`src/rtl/mem_ctrl_pkg.sv`:
```
// Shared encodings for the byte-wide memory responder: width codes, FSM states, RAM levels.
package mem_ctrl_pkg;

    localparam logic [1:0] MEM_BYTE = 2'b00;
    localparam logic [1:0] MEM_HALF = 2'b01;
    localparam logic [1:0] MEM_WORD = 2'b10;

    localparam logic RAM_WRITE = 1'b1;
    localparam logic RAM_READ  = 1'b0;

    typedef enum logic [2:0] {
        ST_IDLE   = 3'd0,
        ST_IF_RD  = 3'd1,
        ST_MEM_RD = 3'd2,
        ST_MEM_WR = 3'd3,
        ST_DONE   = 3'd4
    } state_t;

    // Width code 11 is folded into a full word.
    function automatic logic [2:0] byte_count(input logic [1:0] width);
        case (width)
            MEM_BYTE: byte_count = 3'd1;
            MEM_HALF: byte_count = 3'd2;
            default:  byte_count = 3'd4;
        endcase
    endfunction

endpackage

```
`src/rtl/mem_ctrl_if.sv`:
```
// Fetch/data requester handshakes plus the byte-wide RAM port seen by mem_ctrl.
// slave = the controller itself, master = requesters and RAM.
interface mem_ctrl_if #(
    parameter int ADDR_WIDTH = 32,
    parameter int DATA_WIDTH = 32
);
    logic                  if_req_i;
    logic [ADDR_WIDTH-1:0] if_addr_i;
    logic                  if_cancel_i;
    logic [DATA_WIDTH-1:0] if_inst_o;
    logic                  if_done_o;

    logic                  mem_req_i;
    logic                  mem_we_i;
    logic [1:0]            mem_width_i;
    logic [ADDR_WIDTH-1:0] mem_addr_i;
    logic [DATA_WIDTH-1:0] mem_wdata_i;
    logic [DATA_WIDTH-1:0] mem_rdata_o;
    logic                  mem_done_o;
    logic                  mem_busy_o;

    logic [ADDR_WIDTH-1:0] ram_a_o;
    logic [7:0]            ram_dout_o;
    logic [7:0]            ram_din_i;
    logic                  ram_wr_o;

    modport slave (
        input  if_req_i, if_addr_i, if_cancel_i,
        output if_inst_o, if_done_o,
        input  mem_req_i, mem_we_i, mem_width_i, mem_addr_i, mem_wdata_i,
        output mem_rdata_o, mem_done_o, mem_busy_o,
        output ram_a_o, ram_dout_o, ram_wr_o,
        input  ram_din_i
    );

    modport master (
        output if_req_i, if_addr_i, if_cancel_i,
        input  if_inst_o, if_done_o,
        output mem_req_i, mem_we_i, mem_width_i, mem_addr_i, mem_wdata_i,
        input  mem_rdata_o, mem_done_o, mem_busy_o,
        input  ram_a_o, ram_dout_o, ram_wr_o,
        output ram_din_i
    );
endinterface

```
`src/rtl/mem_ctrl.sv`:
```
// Arbitrates fetch vs data requests onto a byte-wide RAM; data wins, one byte per cycle.
// Done pulses N cycles after accept; an idle cycle follows each completion before the next accept.
module mem_ctrl
    import mem_ctrl_pkg::*;
#(
    parameter int ADDR_WIDTH = 32,
    parameter int DATA_WIDTH = 32
) (
    input  logic       clk,
    input  logic       rst,
    mem_ctrl_if.slave  bus
);

    state_t                r_state;
    logic [ADDR_WIDTH-1:0] r_addr;
    logic [DATA_WIDTH-1:0] r_wdata;
    logic [DATA_WIDTH-1:0] r_buf;
    logic [2:0]            r_n;
    logic [2:0]            r_cnt;
    logic [ADDR_WIDTH-1:0] r_ram_a;
    logic [7:0]            r_ram_dout;
    logic                  r_ram_wr;
    logic [DATA_WIDTH-1:0] r_if_inst;
    logic [DATA_WIDTH-1:0] r_mem_rdata;
    logic                  r_if_done;
    logic                  r_mem_done;

    logic [2:0]            w_cnt_nxt;
    logic                  w_last;
    logic [ADDR_WIDTH-1:0] w_addr_nxt;
    logic [DATA_WIDTH-1:0] w_asm;
    logic [7:0]            w_wbyte;

    assign w_cnt_nxt  = r_cnt + 3'd1;
    assign w_last     = (w_cnt_nxt == r_n);
    assign w_addr_nxt = r_addr + ADDR_WIDTH'(w_cnt_nxt);

    // The byte arriving now belongs to the address issued one cycle ago, i.e. lane r_cnt.
    always_comb begin
        w_asm = r_buf;
        case (r_cnt[1:0])
            2'd0:    w_asm[7:0]   = bus.ram_din_i;
            2'd1:    w_asm[15:8]  = bus.ram_din_i;
            2'd2:    w_asm[23:16] = bus.ram_din_i;
            default: w_asm[31:24] = bus.ram_din_i;
        endcase
    end

    always_comb begin
        case (w_cnt_nxt[1:0])
            2'd0:    w_wbyte = r_wdata[7:0];
            2'd1:    w_wbyte = r_wdata[15:8];
            2'd2:    w_wbyte = r_wdata[23:16];
            default: w_wbyte = r_wdata[31:24];
        endcase
    end

    always_ff @(posedge clk) begin
        if (rst) begin
            r_state     <= ST_IDLE;
            r_addr      <= '0;
            r_wdata     <= '0;
            r_buf       <= '0;
            r_n         <= '0;
            r_cnt       <= '0;
            r_ram_a     <= '0;
            r_ram_dout  <= '0;
            r_ram_wr    <= RAM_READ;
            r_if_inst   <= '0;
            r_mem_rdata <= '0;
            r_if_done   <= 1'b0;
            r_mem_done  <= 1'b0;
        end else begin
            r_if_done  <= 1'b0;
            r_mem_done <= 1'b0;
            case (r_state)
                ST_IDLE: begin
                    if (bus.mem_req_i) begin
                        r_addr  <= bus.mem_addr_i;
                        r_n     <= byte_count(bus.mem_width_i);
                        r_wdata <= bus.mem_wdata_i;
                        r_cnt   <= '0;
                        r_buf   <= '0;
                        r_ram_a <= bus.mem_addr_i;
                        if (bus.mem_we_i) begin
                            r_ram_dout <= bus.mem_wdata_i[7:0];
                            r_ram_wr   <= RAM_WRITE;
                            r_state    <= ST_MEM_WR;
                        end else begin
                            r_state    <= ST_MEM_RD;
                        end
                    end else if (bus.if_req_i && !bus.if_cancel_i) begin
                        r_addr  <= bus.if_addr_i;
                        r_n     <= 3'd4;
                        r_cnt   <= '0;
                        r_buf   <= '0;
                        r_ram_a <= bus.if_addr_i;
                        r_state <= ST_IF_RD;
                    end
                end
                ST_IF_RD: begin
                    if (bus.if_cancel_i) begin
                        r_state <= ST_IDLE;
                    end else begin
                        r_buf <= w_asm;
                        r_cnt <= w_cnt_nxt;
                        if (w_last) begin
                            r_if_inst <= w_asm;
                            r_if_done <= 1'b1;
                            r_state   <= ST_DONE;
                        end else begin
                            r_ram_a <= w_addr_nxt;
                        end
                    end
                end
                ST_MEM_RD: begin
                    r_buf <= w_asm;
                    r_cnt <= w_cnt_nxt;
                    if (w_last) begin
                        r_mem_rdata <= w_asm;
                        r_mem_done  <= 1'b1;
                        r_state     <= ST_DONE;
                    end else begin
                        r_ram_a <= w_addr_nxt;
                    end
                end
                ST_MEM_WR: begin
                    r_cnt <= w_cnt_nxt;
                    if (w_last) begin
                        r_ram_wr   <= RAM_READ;
                        r_mem_done <= 1'b1;
                        r_state    <= ST_DONE;
                    end else begin
                        r_ram_a    <= w_addr_nxt;
                        r_ram_dout <= w_wbyte;
                    end
                end
                default: r_state <= ST_IDLE;
            endcase
        end
    end

    assign bus.if_inst_o   = r_if_inst;
    assign bus.if_done_o   = r_if_done;
    assign bus.mem_rdata_o = r_mem_rdata;
    assign bus.mem_done_o  = r_mem_done;
    assign bus.ram_a_o     = r_ram_a;
    assign bus.ram_dout_o  = r_ram_dout;
    assign bus.ram_wr_o    = r_ram_wr;
    // Combinational so the stall controller freezes fetch in the same cycle the request rises.
    assign bus.mem_busy_o  = bus.mem_req_i | (r_state == ST_MEM_RD) | (r_state == ST_MEM_WR);

endmodule

```
`src/flat_wrapper.sv`:
```
// flat-port wrapper written by rule: the top's interface ports become plain ports
module mem_ctrl_flat import mem_ctrl_pkg::*;
#(
    parameter int ADDR_WIDTH = 32,
    parameter int DATA_WIDTH = 32
)
  (clk, rst, bus_if_req_i, bus_if_addr_i, bus_if_cancel_i, bus_if_inst_o, bus_if_done_o, bus_mem_req_i, bus_mem_we_i, bus_mem_width_i, bus_mem_addr_i, bus_mem_wdata_i, bus_mem_rdata_o, bus_mem_done_o, bus_mem_busy_o, bus_ram_a_o, bus_ram_dout_o, bus_ram_wr_o, bus_ram_din_i);
  mem_ctrl_if #(.ADDR_WIDTH(ADDR_WIDTH), .DATA_WIDTH(DATA_WIDTH)) bus_i ();
  input  logic clk;
  input  logic rst;
  input wire logic [$bits(bus_i.if_req_i)-1:0] bus_if_req_i;
  input wire logic [$bits(bus_i.if_addr_i)-1:0] bus_if_addr_i;
  input wire logic [$bits(bus_i.if_cancel_i)-1:0] bus_if_cancel_i;
  output wire logic [$bits(bus_i.if_inst_o)-1:0] bus_if_inst_o;
  output wire logic [$bits(bus_i.if_done_o)-1:0] bus_if_done_o;
  input wire logic [$bits(bus_i.mem_req_i)-1:0] bus_mem_req_i;
  input wire logic [$bits(bus_i.mem_we_i)-1:0] bus_mem_we_i;
  input wire logic [$bits(bus_i.mem_width_i)-1:0] bus_mem_width_i;
  input wire logic [$bits(bus_i.mem_addr_i)-1:0] bus_mem_addr_i;
  input wire logic [$bits(bus_i.mem_wdata_i)-1:0] bus_mem_wdata_i;
  output wire logic [$bits(bus_i.mem_rdata_o)-1:0] bus_mem_rdata_o;
  output wire logic [$bits(bus_i.mem_done_o)-1:0] bus_mem_done_o;
  output wire logic [$bits(bus_i.mem_busy_o)-1:0] bus_mem_busy_o;
  output wire logic [$bits(bus_i.ram_a_o)-1:0] bus_ram_a_o;
  output wire logic [$bits(bus_i.ram_dout_o)-1:0] bus_ram_dout_o;
  output wire logic [$bits(bus_i.ram_wr_o)-1:0] bus_ram_wr_o;
  input wire logic [$bits(bus_i.ram_din_i)-1:0] bus_ram_din_i;
  assign bus_i.if_req_i = bus_if_req_i;
  assign bus_i.if_addr_i = bus_if_addr_i;
  assign bus_i.if_cancel_i = bus_if_cancel_i;
  assign bus_if_inst_o = bus_i.if_inst_o;
  assign bus_if_done_o = bus_i.if_done_o;
  assign bus_i.mem_req_i = bus_mem_req_i;
  assign bus_i.mem_we_i = bus_mem_we_i;
  assign bus_i.mem_width_i = bus_mem_width_i;
  assign bus_i.mem_addr_i = bus_mem_addr_i;
  assign bus_i.mem_wdata_i = bus_mem_wdata_i;
  assign bus_mem_rdata_o = bus_i.mem_rdata_o;
  assign bus_mem_done_o = bus_i.mem_done_o;
  assign bus_mem_busy_o = bus_i.mem_busy_o;
  assign bus_ram_a_o = bus_i.ram_a_o;
  assign bus_ram_dout_o = bus_i.ram_dout_o;
  assign bus_ram_wr_o = bus_i.ram_wr_o;
  assign bus_i.ram_din_i = bus_ram_din_i;
  mem_ctrl #(.ADDR_WIDTH(ADDR_WIDTH), .DATA_WIDTH(DATA_WIDTH)) u_core (.clk(clk), .rst(rst), .bus(bus_i));
endmodule
```
`config.mk`:
```
export PLATFORM = sky130hd
export DESIGN_NAME = mem_ctrl_flat
export DESIGN_NICKNAME = d
export VERILOG_FILES = /design/src/rtl/mem_ctrl_pkg.sv /design/src/rtl/mem_ctrl_if.sv /design/src/rtl/mem_ctrl.sv /design/src/flat_wrapper.sv
export SDC_FILE = /design/constraint.sdc
export NUM_CORES = 1
export LEC_CHECK = 0
export CAP_MARGIN = 20
export CORE_ASPECT_RATIO = 1.1
export CORE_UTILIZATION = 45
export CTS_BUF_LIST = sky130_fd_sc_hd__clkbuf_8
export CTS_CLUSTER_SIZE = 25
export DETAILED_ROUTE_END_ITERATION = 6
export PLACE_DENSITY = 0.73
export SLEW_MARGIN = 15
export SYNTH_ARGS = -nofsm -noshare
export SYNTH_HDL_FRONTEND = slang
export SYNTH_SLANG_ARGS = --single-unit
```
`constraint.sdc`:
```
create_clock -name clk -period 3.05 [get_ports clk]
set_clock_uncertainty 0.1 [all_clocks]
set_input_delay 0.4575 -clock clk [delete_from_list [all_inputs] [get_ports clk]]
set_output_delay 0.4575 -clock clk [all_outputs]
set_load 0.02 [all_outputs]
```
==> results of run 1 <==
layout make-up:
cell class	count	area (sq um)	share of cell area
Clock buffer	46	633	0.0497
Sequential cell	212	4240	0.333
Multi-Input combinational cell	783	4960	0.389
Clock inverter	16	76.3	0.00599
Timing Repair Buffer	246	2440	0.192
Inverter	10	37.5	0.00295
Tap cell	285	357	0.0280
stage by stage:
| stage | std cells | cell area (sq um) | hold slack [ns] | total power [mW] | worst slack, ns |
|---|---|---|---|---|---|
| finish | 1598 | 12700 | 0.118 | 7.76 | 0.136 |
| global route | 1598 | 12700 | 0.110 | 8.18 | 0.0111 |
| CTS | 1598 | 12700 | 0.0951 | 7.81 | 0.111 |
| detailed placement | 1536 | 12000 | 0.346 | 5.34 | 0.257 |
| global placement | 1536 | 12000 | 0.340 | 5.29 | 0.348 |
| floorplan | 1101 | 9620 | 0.336 | 4.52 | 0.156 |
worst min path at each step:
| stage | startpoint | end | slack (ns) |
|---|---|---|---|
| finish | rst | u_core.r_addr[18]$_SDFFE_PP0P_ | 0.12 |
| floorplan | u_core.r_wdata[10]$_SDFFE_PP0P_ | u_core.r_wdata[10]$_SDFFE_PP0P_ | 0.34 |
| detailed placement | u_core.r_wdata[5]$_SDFFE_PP0P_ | u_core.r_wdata[5]$_SDFFE_PP0P_ | 0.35 |
| global placement | u_core.bus.ram_a_o[2]$_SDFFE_PP0P_ | u_core.bus.ram_a_o[2]$_SDFFE_PP0P_ | 0.34 |
| global route | rst | u_core.r_addr[16]$_SDFFE_PP0P_ | 0.11 |
| CTS | rst | u_core.r_addr[18]$_SDFFE_PP0P_ | 0.1 |
cell families (layout without fill, tap and decap cells):
group | count (synthesis) | after routing
buffers and inverters | 106 | 318
XOR/XNOR | 19 | 19
AND/OR/NAND/NOR | 375 | 375
multiplexers | 74 | 74
flip-flops | 212 | 212
AO/OA/AOI/OAI | 304 | 304
adder cells (fa/ha/maj) | 11 | 11
state kept, by name, summed over array words and instances (netlist names):
register                count
u_core.r_state              3
u_core.bus.if_inst_o       32
u_core.bus.mem_done_o       1
u_core.bus.ram_a_o         32
u_core.bus.ram_wr_o         1
u_core.r_wdata             32
u_core.r_buf               32
u_core.r_cnt                3
u_core.r_addr              32
u_core.bus.if_done_o        1
u_core.r_n                  3
u_core.bus.mem_rdata_o     32
u_core.bus.ram_dout_o       8
power groups by stage:
stage / sequential [mW] / combinational [mW] / clock (mW)
floorplan: 3.44 / 1.08 / 0
global placement: 3.33 / 1.96 / 0
detailed placement: 3.34 / 2.00 / 0
CTS: 3.28 / 2.00 / 2.52
global route: 3.32 / 2.18 / 2.68
finish: 3.29 / 2.00 / 2.47
timing repair:
item | in CTS | in global routing
setup buffers | 0 | 0
resized for setup | 0 | 1
setup endpoints to repair | 0 | 1
endpoints found under the hold margin | 0 | 0
worst max-delay path: stages, from the launching register on:
cell and delay, ns:
dfxtp_1 0.79, nand2_1 0.27, nand2_1 0.14, clkdlybuf4s50_1 0.64
cell usage in the layout (no fill, tap or decap), types with 5 or more instances in the layout:
| cell type | count |
|---|---|
| a211oi_2 | 20 |
| a211oi_1 | 78 |
| or3_1 | 12 |
| mux2i_1 | 74 |
| and4_1 | 5 |
| nor2_1 | 155 |
| nor3_1 | 16 |
| xor2_1 | 7 |
| inv_1 | 19 |
| dfxtp_1 | 212 |
| clkdlybuf4s50_1 | 217 |
| nor4_1 | 13 |
| or4_1 | 5 |
| a21oi_1 | 70 |
| nand4_1 | 9 |
| nand3_1 | 17 |
| o2bb2ai_1 | 5 |
| a222oi_1 | 8 |
| ha_1 | 10 |
| a31oi_1 | 7 |
| o211ai_1 | 10 |
| nand2_1 | 123 |
| a22oi_1 | 36 |
| clkbuf_8 | 46 |
| o21ai_0 | 35 |
| xnor2_1 | 11 |
| buf_4 | 23 |
per-layer routing:
| metal | wire length (um) | vias up |
|---|---|---|
| li1 | - | 4375 |
| met1 | 11700 | 4079 |
| met2 | 12600 | 268 |
| met3 | 1720 | 47 |
| met4 | 592 | 0 |
| met5 | 0 | - |
==> impl_metrics.tcl, run 1 <==
set metrics [dict create \
    vias 8769 \
    tightest_slew_ns 0.984 \
    cts-root-buf "clkbuf_8" \
    syn-instance-count 1101 \
    grt_max_degree 69 \
    rsz0062_at_grt "false" \
    p_sw_mw 2.49 \
    wl_per_cell_um 16.7 \
    end_kind "output port" \
    grt.overflow.total 0 \
    ctsHoldBuffers 0 \
    fin_nets 1413 \
    worstSetupPathType "reg -> out" \
    power_frac_clock 0.319 \
    p_seq_frac 0.423 \
    busiest_layer "met2" \
    drc 0 \
    synth-compound-area-share 0.229 \
    area_delta_synth_final_pct 32.5 \
    hold_viol 0 \
    yosysTopAreaCell "dfxtp_1" \
    synth_top_cell_area_share 0.441 \
    yosys-top-cells-count "dfxtp_1, nor2_1, nand2_1" \
    synth-seq-area-share 0.441 \
    yosys.cell_count.top_type "dfxtp_1" \
    period_share 0.955 \
    synthFlopType "dfxtp_1" \
    tritoncts "yes" \
    avgSynthCellArea_sq_um 8.74 \
    synth.area.mux_share 0.0770 \
    status "finished clean" \
    p_comb_frac 0.258 \
    rows 55 \
    coreArea_sq_um 20800 \
    synth_warnings 0 \
    pin_count 220 \
    fmax_mhz 343 \
    viasPerCell 5.49 \
    synth-seq-cells 212 \
    required_ns 2.49 \
    grt_pass1_vias 8082 \
    grt_use_met2 0.400 \
    ant_nets 0 \
    synth_xor_area_frac 0.0189 \
    drive_above_1_share 0.0853 \
    die_area_sq_um 22000 \
    synth_edf_count 0 \
    r2r_cells 10 \
    diodes 0 \
    crit_end "bus_mem_busy_o" \
    whs_path_depth 2 \
    finalSetupTns_ns 0 \
    timing.rr.start "u_core.r_cnt[1]$_SDFFE_PP0P_" \
    hpwl_um 18500 \
    synth-simple-area-share 0.173 \
    drt_iter0_drc 623 \
    cp_max_fo 16 \
    min_path_type "in -> reg" \
    synth_top_family_by_area "compound AO/OA/AOI/OAI gates" \
    wl_um 26600 \
    grt_use_met1 0.310 \
    relSlewSlack 0.342 \
    maxSlewViolCount 0 \
    syn_area_sq_um 9620 \
    clock-sinks 212 \
    antenna_found_initial 0 \
    synthTopCellsByArea "dfxtp_1, mux2i_1, a211oi_1" \
    final_util 0.613 \
    clkTransAtPathRegs_ns 0.06 \
    ir_drop_uv 305 \
    cts.path.max_buffers 3 \
    synth_adder_area_share 0.0151 \
    grt_pass1_wl_um 42100 \
    cp_data_arrival_time_ns 2.36 \
    synth.distinct_cells 57 \
    fillers 1885 \
    reg2reg_slack_ns 0.27 \
    port_buffers 219 \
    r2r-end "u_core.bus.ram_a_o[14]$_SDFFE_PP0P_" \
    place_congestion 0.827 \
    cp-startpoint "u_core.r_state[1]$_SDFFE_PP0P_" \
    cts_buffers 37 \
    power.internal_mw 5.27 \
    die_width_um 141 \
    async_reset_ff_frac 0 \
    die_y_um 155 \
    clkLatencyLatePin_ns 0.52 \
    grt.total_usage 0.238 \
    syn_nets 1224 \
    start_util 0.463 \
    drv_cap 0 \
    setup_viol 0 \
    swShare 0.321 \
    grt_use_met3 0.0422 \
    h-tree-depth 2 \
    powerDensity_nw_per_um2 609 \
    p_leak_nw 4.56 \
    firstDrtPassIters 5 \
    fin_crit_ns 2.91 \
    start_kind "flip-flop" \
]
No activity file was read; power rests on OpenSTA's default activity.
==> inputs of run 2 (changes only) <==
Settings changed: CAP_MARGIN 20 to 15.
==> results of run 2 <==
The final DEF is identical to that of run 1; final timing and power are the same.
==> inputs of run 3 (changes only) <==
Settings changed: PLACE_DENSITY 0.73 to 0.7.
Clock period 3.05 ns to 3.5 ns, I/O delays scaled along.
==> impl_metrics.tcl, run 3 (same netlist as run 1, synthesis figures left out) <==
set metrics [dict create \
    drc 0 \
    firstDrtPassIters 5 \
    cp_max_fo 22 \
    start_kind "flip-flop" \
    ctsHoldBuffers 0 \
    post-place-ws_ns 0.610 \
    cts-root-buf "clkbuf_8" \
    tightest_slew_ns 1.17 \
    cp_top_family "buffers and inverters" \
    reg2reg_slack_ns 0.62 \
    antenna_found_initial 0 \
    viasPerCell 5.53 \
    grt_max_degree 78 \
    post_cts_resized 0 \
    p_total_mw 6.78 \
    final_common_cell "clkdlybuf4s50_1" \
    slowest_delay_ns 0.70 \
    drt_iter0_drc 614 \
    die_width_um 141 \
    clkLatencyLatePin_ns 0.52 \
    multiInputGateArea_sq_um 4950 \
    drive_above_1_share 0.0773 \
    finalSetupTns_ns 0 \
    regArea_sq_um 4240 \
    fmax_mhz 313 \
    path_cells "inv_1, nand2_1, nand2_1, clkdlybuf4s50_1" \
    fin_cells 1593 \
    die_y_um 155 \
    vias 8817 \
    cts_setup_buffers 0 \
    clock-sinks 212 \
    period_share 0.913 \
    die_area_sq_um 22000 \
    fin_nets 1405 \
    grt.total_usage 0.239 \
    min_path_type "in -> reg" \
    critical_path.most_common_cell "nand2_1" \
    place_congestion 0.851 \
    port_buffers 219 \
    fillers 1874 \
    holdWs_ns 0.318 \
    cp_data_arrival_time_ns 2.57 \
    ir_drop_uv 299 \
    grt.overflow.total 0 \
    tritoncts "yes" \
    powerDensity_nw_per_um2 535 \
    p_leak_nw 4.54 \
    relSlewSlack 0.215 \
    cts_buffers 37 \
    grt_pass1_wl_um 42500 \
    dp.cells 1528 \
    fin_crit_ns 3.20 \
    slowest_stage "dfxtp_1" \
    hpwl_um 18300 \
    required_ns 2.87 \
    setup_viol 0 \
    rsz0062_at_grt "false" \
    ant_nets 0 \
    end_kind "output port" \
    pin_count 220 \
    drv_cap 0 \
    wl_per_cell_um 16.8 \
    worstSetupPathType "reg -> out" \
    layout_common_cells "clkdlybuf4s50_1, dfxtp_1, nor2_1" \
    start_util 0.463 \
    grt_pass1_vias 8045 \
    maxSlewViolCount 0 \
    coreArea_sq_um 20800 \
    setup_ws_ns 0.305 \
    area_delta_synth_final_pct 31.8 \
    status "finished clean" \
    crit_buf_inv 2 \
    h-tree-depth 2 \
    rows 55 \
    wl_um 26700 \
    hold_viol 0 \
    clkTransAtPathRegs_ns 0.06 \
    cts.path.max_buffers 3 \
]
==> run 3: final cells by class <==
| cell class | instances | share of cell area |
|---|---|---|
| Antenna cell | 1 | 0.000197 |
| Timing Repair Buffer | 238 | 0.186 |
| Multi-Input combinational cell | 783 | 0.390 |
| Sequential cell | 212 | 0.335 |
| Clock buffer | 49 | 0.0532 |
| Clock inverter | 15 | 0.00483 |
| Inverter | 10 | 0.00296 |
| Tap cell | 285 | 0.0281 |
==> run 3: per-stage QoR <==
step / cell area (sq um) / utilization
2_1_floorplan: 9620 / -
3_3_place_gp: 11900 / 0.575
3_5_place_dp: 11900 / 0.575
4_1_cts: 12700 / 0.610
5_1_grt: 12700 / 0.610
6_report: 12700 / 0.610
==> run 3: final timing paths <==
kind                                      startpoint                                   to  depth (start not counted)
setup / recovery      u_core.r_state[2]$_SDFFE_PP0P_                       bus_mem_busy_o                          4
hold / removal                                   rst  u_core.bus.ram_a_o[12]$_SDFFE_PP0P_                          2
setup reg to reg        u_core.r_cnt[0]$_SDFFE_PP0P_  u_core.bus.ram_a_o[14]$_SDFFE_PP0P_                         11
hold reg to reg   u_core.bus.ram_a_o[2]$_SDFFE_PP0P_   u_core.bus.ram_a_o[2]$_SDFFE_PP0P_                          2
==> run 3: per-layer routing <==
metal  part of all wire  vias to the layer above  routed length, um  GRT usage
met3              0.076                       31               2020     0.0499
met2               0.46                      305              12400      0.391
met4              0.013                        0                354     0.0527
li1                   -                     4353                  -          -
met5                  0                        -                  0          0
met1               0.45                     4128              12000      0.324
==> run 3: worst register-to-register path, stage by stage (launching register included) <==
cell and delay, ns:
dfxtp_1 0.47, inv_1 0.15, ha_1 0.36, inv_1 0.08, fa_1 0.40, nor2b_1 0.12
buf_4 0.15, o21ai_0 0.08, buf_4 0.19, o31a_1 0.28, o311ai_0 0.27, a21oi_1 0.11
==> run 3: where the power goes <==
group | total [mW] | switching [mW] | leakage, nW | internal, mW
Clock | 2.21 | 0.971 | 0.426 | 1.24
Sequential | 2.87 | 0.209 | 1.73 | 2.66
Combinational | 1.70 | 0.978 | 2.38 | 0.722
Total | 6.78 | 2.16 | 4.54 | 4.62
